[src/rtl/spi_pkg.sv]
// rtl/spi_pkg.sv - shared types for the SPI frame controller
package spi_pkg;

  localparam int SPI_DATA_W = 8;

  typedef enum logic [1:0] {
    IDLE,
    LOAD,
    XFER,
    DRAIN
  } spi_state_e;

  typedef struct packed {
    logic                  last;
    logic [SPI_DATA_W-1:0] data;
  } spi_entry_t;

endpackage

[src/rtl/spi_sync_fifo.sv]
// rtl/spi_sync_fifo.sv - single-clock FIFO, registered level, fall-through read port
module spi_sync_fifo #(
  parameter int WIDTH = 9,
  parameter int DEPTH = 16
) (
  input  logic                   clk,
  input  logic                   rst_n,
  input  logic                   push,
  input  logic [WIDTH-1:0]       push_data,
  input  logic                   pop,
  output logic [WIDTH-1:0]       pop_data,
  output logic                   full,
  output logic                   empty,
  output logic [$clog2(DEPTH):0] level
);

  localparam int AW = $clog2(DEPTH);
  localparam int LW = AW + 1;

  logic [WIDTH-1:0] mem_q [DEPTH];
  logic [AW-1:0]    wr_ptr_q, wr_ptr_d;
  logic [AW-1:0]    rd_ptr_q, rd_ptr_d;
  logic [LW-1:0]    level_q, level_d;

  always_comb begin
    wr_ptr_d = wr_ptr_q;
    rd_ptr_d = rd_ptr_q;
    level_d  = level_q;
    if (push) wr_ptr_d = wr_ptr_q + AW'(1);
    if (pop)  rd_ptr_d = rd_ptr_q + AW'(1);
    case ({push, pop})
      2'b10:   level_d = level_q + LW'(1);
      2'b01:   level_d = level_q - LW'(1);
      default: level_d = level_q;
    endcase
  end

  always_ff @(posedge clk or negedge rst_n) begin
    if (!rst_n) begin
      wr_ptr_q <= '0;
      rd_ptr_q <= '0;
      level_q  <= '0;
    end else begin
      wr_ptr_q <= wr_ptr_d;
      rd_ptr_q <= rd_ptr_d;
      level_q  <= level_d;
    end
  end

  // Storage is not reset; the read port is masked to zero while empty.
  always_ff @(posedge clk) begin
    if (push) mem_q[wr_ptr_q] <= push_data;
  end

  assign full     = (level_q == LW'(DEPTH));
  assign empty    = (level_q == '0);
  assign level    = level_q;
  assign pop_data = empty ? '0 : mem_q[rd_ptr_q];

endmodule

[src/rtl/spi_frame_ctrl.sv]
// rtl/spi_frame_ctrl.sv - frames a byte stream onto the SPI master under one chip-select
module spi_frame_ctrl
  import spi_pkg::*;
#(
  parameter int DATA_W   = SPI_DATA_W,
  parameter int TX_DEPTH = 16,
  parameter int RX_DEPTH = 16
) (
  input  logic                      clk,
  input  logic                      rst_n,
  input  logic [DATA_W-1:0]         tx_data,
  input  logic                      tx_last,
  input  logic                      tx_valid,
  output logic                      tx_ready,
  output logic [DATA_W-1:0]         rx_data,
  output logic                      rx_last,
  output logic                      rx_valid,
  input  logic                      rx_ready,
  output logic                      spi_en,
  output logic [DATA_W-1:0]         spi_mosi_data,
  input  logic [DATA_W-1:0]         spi_miso_data,
  input  logic                      payload_done,
  input  logic                      spi_cs,
  output logic                      busy,
  output logic                      err_abort,
  input  logic                      err_clr,
  output logic [$clog2(TX_DEPTH):0] tx_level,
  output logic [$clog2(RX_DEPTH):0] rx_level
);

  localparam int RLW = $clog2(RX_DEPTH) + 1;

  spi_state_e        state_q, state_d;
  logic [DATA_W-1:0] mosi_q, mosi_d;
  logic              en_q, en_d;
  logic              cur_last_q, cur_last_d;
  logic              busy_q, busy_d;
  logic              err_q, err_d;

  spi_entry_t tx_head, rx_head, rx_push_data;
  logic       tx_full, tx_empty, rx_full, rx_empty;
  logic       tx_push, tx_pop, rx_push, rx_pop;
  logic       rx_room2;

  assign tx_ready = !tx_full;
  assign tx_push  = tx_valid && !tx_full;
  assign rx_valid = !rx_empty;
  assign rx_pop   = rx_valid && rx_ready;
  assign rx_room2 = (rx_level <= RLW'(RX_DEPTH - 2));

  spi_sync_fifo #(.WIDTH(DATA_W + 1), .DEPTH(TX_DEPTH)) u_tx_fifo (
    .clk(clk), .rst_n(rst_n),
    .push(tx_push), .push_data({tx_last, tx_data}),
    .pop(tx_pop), .pop_data(tx_head),
    .full(tx_full), .empty(tx_empty), .level(tx_level)
  );

  spi_sync_fifo #(.WIDTH(DATA_W + 1), .DEPTH(RX_DEPTH)) u_rx_fifo (
    .clk(clk), .rst_n(rst_n),
    .push(rx_push), .push_data(rx_push_data),
    .pop(rx_pop), .pop_data(rx_head),
    .full(rx_full), .empty(rx_empty), .level(rx_level)
  );

  always_comb begin
    state_d           = state_q;
    mosi_d            = mosi_q;
    en_d              = en_q;
    cur_last_d        = cur_last_q;
    err_d             = err_clr ? 1'b0 : err_q;
    tx_pop            = 1'b0;
    rx_push           = 1'b0;
    rx_push_data.last = cur_last_q;
    rx_push_data.data = spi_miso_data;
    case (state_q)
      // Looks at the incoming handshake too, so a byte into an idle block starts a cycle sooner.
      IDLE: if ((!tx_empty || tx_push) && spi_cs && !rx_full) state_d = LOAD;
      LOAD: begin
        tx_pop     = 1'b1;
        mosi_d     = tx_head.data;
        cur_last_d = tx_head.last;
        en_d       = 1'b1;
        state_d    = XFER;
      end
      XFER: if (payload_done) begin
        rx_push = 1'b1;
        if (cur_last_q) begin
          en_d    = 1'b0;
          state_d = DRAIN;
        end else if (!tx_empty && rx_room2) begin
          tx_pop     = 1'b1;
          mosi_d     = tx_head.data;
          cur_last_d = tx_head.last;
        end else begin
          rx_push_data.last = 1'b1;
          en_d              = 1'b0;
          err_d             = 1'b1;
          state_d           = DRAIN;
        end
      end
      DRAIN: if (spi_cs) state_d = IDLE;
      default: state_d = IDLE;
    endcase
    busy_d = (state_d != IDLE);
  end

  always_ff @(posedge clk or negedge rst_n) begin
    if (!rst_n) begin
      state_q    <= IDLE;
      mosi_q     <= '0;
      en_q       <= 1'b0;
      cur_last_q <= 1'b0;
      busy_q     <= 1'b0;
      err_q      <= 1'b0;
    end else begin
      state_q    <= state_d;
      mosi_q     <= mosi_d;
      en_q       <= en_d;
      cur_last_q <= cur_last_d;
      busy_q     <= busy_d;
      err_q      <= err_d;
    end
  end

  assign spi_en        = en_q;
  assign spi_mosi_data = mosi_q;
  assign busy          = busy_q;
  assign err_abort     = err_q;
  assign rx_data       = rx_head.data;
  assign rx_last       = rx_head.last;

endmodule
[config.mk]
export PLATFORM = sky130hd
export DESIGN_NAME = spi_frame_ctrl
export DESIGN_NICKNAME = d
export VERILOG_FILES = /design/src/rtl/spi_pkg.sv /design/src/rtl/spi_sync_fifo.sv /design/src/rtl/spi_frame_ctrl.sv
export SDC_FILE = /design/constraint.sdc
export NUM_CORES = 1
export LEC_CHECK = 0
export CAP_MARGIN = 20
export CORE_MARGIN = 1.5
export CORE_UTILIZATION = 60
export CTS_BUF_LIST = sky130_fd_sc_hd__clkbuf_8
export DETAILED_ROUTE_END_ITERATION = 10
export PLACE_DENSITY_LB_ADDON = 0.2
export SLEW_MARGIN = 20
export SYNTH_ARGS = -nofsm -noshare
export SYNTH_HDL_FRONTEND = slang
export SYNTH_SLANG_ARGS = --single-unit
export TNS_END_PERCENT = 100
[constraint.sdc]
create_clock -name clk -period 4 [get_ports clk]
set_clock_uncertainty 0.15 [all_clocks]
set_input_delay 1 -clock clk [delete_from_list [all_inputs] [get_ports clk]]
set_output_delay 1 -clock clk [all_outputs]
set_load 0.02 [all_outputs]
==> results.md, run 1 <==
Floorplanning:
- The initial standard-cell utilization of the core is roughly 60%.
- The number of standard-cell rows in the floorplan is 54.
- The number of primary I/O pins is between 50 and 60.
- The vertical die dimension is 152 um.
- The core area is between 20000 and 25000 um2.
- The die is between 150 and 200 um wide.
- The area of the die is 23000 um2.

Critical path:
- The cell family contributing the most delay on the critical path is simple AND/OR/NAND/NOR gates.
- The type of the worst setup path is reg2out.
- Across all register-to-register paths, the minimum setup slack is around 0.84 ns.
- For the worst setup path, the data arrival time is 2.72 ns.
- The required arrival time at the worst endpoint is ~2.9 ns.
- Of all nets on the critical path, the largest fanout is 9.
- In this run the critical register-to-register path is launched from u_rx_fifo.level[1]$_DFFE_PN0P_.
- The capture instance of the worst register-to-register path is u_rx_fifo.level[4]$_DFFE_PN0P_.
- For the worst flop-to-flop path, the logic depth is 10.
- The capturing element type of the critical path is an output port.
- The cell with the largest stage delay on the worst path is or4_1.
- The largest stage delay on the critical path is slightly below 0.6 ns.
- The signal on the critical path passes through or4_1 -> nand2b_4 -> nand2_2 -> o22ai_1 -> clkdlybuf4s50_1.
- The combined buffer and inverter count along the critical path is 1.
- The worst setup path is launched from a flop.

Power:
- Internal power comes to about 0.0072 W.
- The clock network burns roughly a quarter of the power.
- The power spent charging and discharging nets is between 0.003 and 0.004 W.
- Net switching is 31.8% of the power.
- The power per cell area is about 700 nW/um2.
- The standby leakage power is 5.30 nW.
- Sequential cells burn 42.6% of the power.
- The share of total power in combinational logic is between 30% and 40%.
- Across the VDD grid, the largest voltage drop is ~0.45 mV.

Cells and area:
- Cells fill between 60 and 70% of the core in the end.
- The number of antenna cells inserted is 0.
- The count of nets after finishing is between 800 and 900.
- The growth of design area from synthesis to finish is 14.3%.
- Cells with a size suffix above 1 make up 20.3% of the layout.
- After routing the design area is 15100 um2.
- The number of filler cells placed in the layout is ~1400.

Timing:
- The worst pin sits at a relative slew slack of 35.8%.
- The final critical-path required period is 3.87 ns.
- Hold is met by around 0.34 ns.
- The final-layout setup total negative slack is 0 ns.
- In the finished design, the share of the clock period the worst path needs comes to between 90% and 100%.
- The number of failing hold endpoints at the final stage was 0.
- Timing would allow up to roughly 260 MHz.
- The number of setup violations in the final report is 0.
- The slew at the pin with the worst max-slew slack is ~0.96 ns.
- The total count of max-transition violations in the final report is 0.
- Setup repair after global routing left no endpoint under its margin.

Drt:
- The routed design has 24100 um of wire.
- The iteration-0 DRC count of the detailed router is 380.
- Once detail routing completed, the nets flagged for antenna violations numbered 0.
- In the final routed layout, each cell accounts on average for 21.8 um.
- The average via count per standard cell is between 5 and 6.
- The post-detailed-route DRC marker count is 0.
- The total via count in the routed design is about 6500.
- Before antenna repair, the detailed router went through 5 iterations.

Yosys:
- Synthesis produced a netlist whose cell count is 683.
- Summing every instance area after synthesis gives ~13000 um2.
- Ranked by total cell area, the synthesized netlist is headed by edfxtp_1 (65%), mux4_2 (12%), dfrtp_1 (7.6%).
- The share of synthesized area occupied by flip-flops and latches is between 70% and 80%.
- The Yosys warning count is 0.
- The simple-gate portion of the synthesized area is between 3 and 4%.
- Summing the areas of all fa, ha and maj instances in the mapped netlist gives 2.14% of the synthesized area.
- The biggest area contributor in the post-synthesis netlist is edfxtp_1.
- Of the post-synthesis cell area, the dominant cell type holds 65.3%.
- The largest family of logic cells by synthesized area is multiplexers.
- Ranked by instance count, the synthesized netlist is headed by edfxtp_1 (288), mux4_2 (70), dfrtp_1 (40).
- The area fraction in compound gates after synthesis is 2.92%.
- The mux share of post-synthesis cell area is approximately 15%.
- In this run, synthesis inferred between 200 and 300 flip-flops with an integrated enable.
- The count of unique library cells instantiated by Yosys is 45.
- For this run, the leading register cell type out of synthesis is edfxtp_1.
- When the netlist entered floorplanning its net count stood at 729.
- Counting flops and latches in the post-synthesis netlist gives 328.
- The average footprint of a synthesized cell is 19.4 um2.
- The share of async-settable or async-resettable flops after synthesis is between 10% and 20%.
- Of the total synthesized cell area, the portion taken by XOR and XNOR cells is about 1.5%.
- The most repeated cell in the gate-level netlist after synthesis is edfxtp_1.

Clock network:
- At the later pin of the worst-skew pair, clock insertion delay measures 0.55 ns.
- The CTS buffer count is 50.
- TritonCTS built the clock tree.
- The clock sink count is between 300 and 400.
- The clock slew at the register clock pins of the worst setup and hold paths is around 0.060 ns.
- The longest clock path from root to sink contains 3 buffers.
- In this run the clock root is driven by a clkbuf_8.
- The H-tree was split into 2 levels.
- The count of hold-fix buffers inserted at cts is 0.

Global routing:
- The global-route wire length before repair is roughly 38000 um.
- The number of antenna violations at the first check in global routing was 0.
- The global-route usage over all layers is ~22%.
- The via count of the first global-routing pass is 6964.
- The remaining global-route overflow is 0.
- Entering global routing, the biggest net connects 41 pins.

Placed design:
- The final HPWL from detailed placement is roughly 16000 um.
- Once placement finished, the instance area stood at 14200 um2.
- The weighted congestion reported at the end of routability-driven placement is around 0.76.
- The count of buffers added on input and output ports is 55.

Min path:
- For hold timing, the worst endpoint is u_rx_fifo.rd_ptr_q[3]$_DFFE_PN0P_.
- The worst min-delay path category is reg2reg.
- The worst hold path stage count is 1.
- The launch instance of the worst min-delay path is u_rx_fifo.rd_ptr_q[3]$_DFFE_PN0P_.

Run status:
- The flow ran to the end, and the final reports show no timing, DRC or antenna violations.

Run:
- The max-cap violation count is 0.
==> per-layer routing <==
layer	up-vias	global-route usage, %	routed length, um
met5	-	0	0
met4	0	5.72	335
met3	29	3.62	1030
met2	166	39.2	12700
met1	3353	29.5	10000
li1	2939	-	-
==> stage by stage <==
stage / total power, W / cells / setup slack [ns]
after floorplan: 0.00700 / 683 / 0.692
after global placement: 0.00805 / 1015 / 0.492
after detailed placement: 0.00820 / 1015 / 0.416
after CTS: 0.0107 / 1104 / 0.0286
after global routing: 0.0111 / 1104 / 0.00811
final: 0.0106 / 1104 / 0.130
==> sequential cells by signal (all words and copies together) (netlist names), 5 cells and up <==
name             flops
u_tx_fifo.level      5
u_tx_fifo.mem_q    144
u_rx_fifo.level      5
spi_mosi_data        8
u_rx_fifo.mem_q    144
==> power by group through the flow <==
stage               sequential (W)  clock, W  combinational (W)
detailed placement         0.00458         0            0.00362
global route               0.00456   0.00268            0.00390
global placement           0.00455         0            0.00350
CTS                        0.00451   0.00253            0.00364
floorplan                  0.00451         0            0.00249
finish                     0.00451   0.00247            0.00360
==> repair_timing <==
action | CTS | global route
endpoints found under the setup margin | 9 | 7
setup buffers | 0 | 0
gates resized for setup | 2 | 2
pin swaps | 0 | 0
==> cells by family after synthesis <==
kind of cell / after synthesis
buffers and inverters: 48
adder cells (fa/ha/maj): 22
XOR/XNOR: 22
AND/OR/NAND/NOR: 91
flip-flops: 328
AO/OA/AOI/OAI: 61
multiplexers: 111
==> how the worst max path moves through the flow <==
stage / startpoint / endpoint / slack [ns] / depth (start not counted)
after floorplan: u_tx_fifo.level[1]$_DFFE_PN0P_ / u_tx_fifo.level[4]$_DFFE_PN0P_ / 0.69 / 15
after global placement: payload_done / u_tx_fifo.level[4]$_DFFE_PN0P_ / 0.49 / 14
after detailed placement: payload_done / u_tx_fifo.level[4]$_DFFE_PN0P_ / 0.42 / 14
after CTS: u_rx_fifo.rd_ptr_q[0]$_DFFE_PN0P_ / rx_data[4] / 0.03 / 5
after global routing: u_rx_fifo.rd_ptr_q[0]$_DFFE_PN0P_ / rx_data[4] / 0.008 / 5
final: u_rx_fifo.level[1]$_DFFE_PN0P_ / rx_data[6] / 0.13 / 5
==> area by class of cell <==
cell class                      instances  area, um2  area share [%]
Sequential cell                       328       9650            63.8
Tap cell                              280        350            2.32
Clock buffer                           53        729            4.82
Inverter                               18       67.6           0.447
Clock inverter                         36        170            1.12
Multi-Input combinational cell        307       3390            22.4
Timing Repair Buffer                   82        768            5.08
==> worst reg2reg max path, stage by stage (launching register included) <==
cell and delay, ns:
dfrtp_1 0.44, or4_1 0.58, nand2b_4 0.20, and2_1 0.23, ha_1 0.26, ha_1 0.34, nor2b_1 0.15, o21ai_0 0.21
a21oi_1 0.11, nor3_1 0.26, xnor2_1 0.15
==> cells in the final DEF (no fill, tap or decap), types with 7 or more instances in the layout <==
cell,n
xnor2_1,16
edfxtp_1,288
ha_1,21
mux4_2,70
o22ai_1,9
buf_4,24
clkbuf_8,53
inv_1,40
nor3_1,7
nand2_1,18
clkinv_1,8
dfrtp_1,38
nor2_1,19
mux2i_1,34
a2bb2oi_1,7
and2_1,15
clkdlybuf4s50_1,54
o21ai_0,24
Note: power is estimated with default switching activity, not from simulation.
==> run 2: changes to the inputs <==
- CTS_CLUSTER_DIAMETER: unset -> 60
==> results of run 2 <==
Same layout as run 1: the final DEF is identical, and so are final timing and power.
==> run 3: changes to the inputs <==
- CAP_MARGIN: 20 -> unset
==> results of run 3 <==
Same layout as run 1: the final DEF is identical, and so are final timing and power.
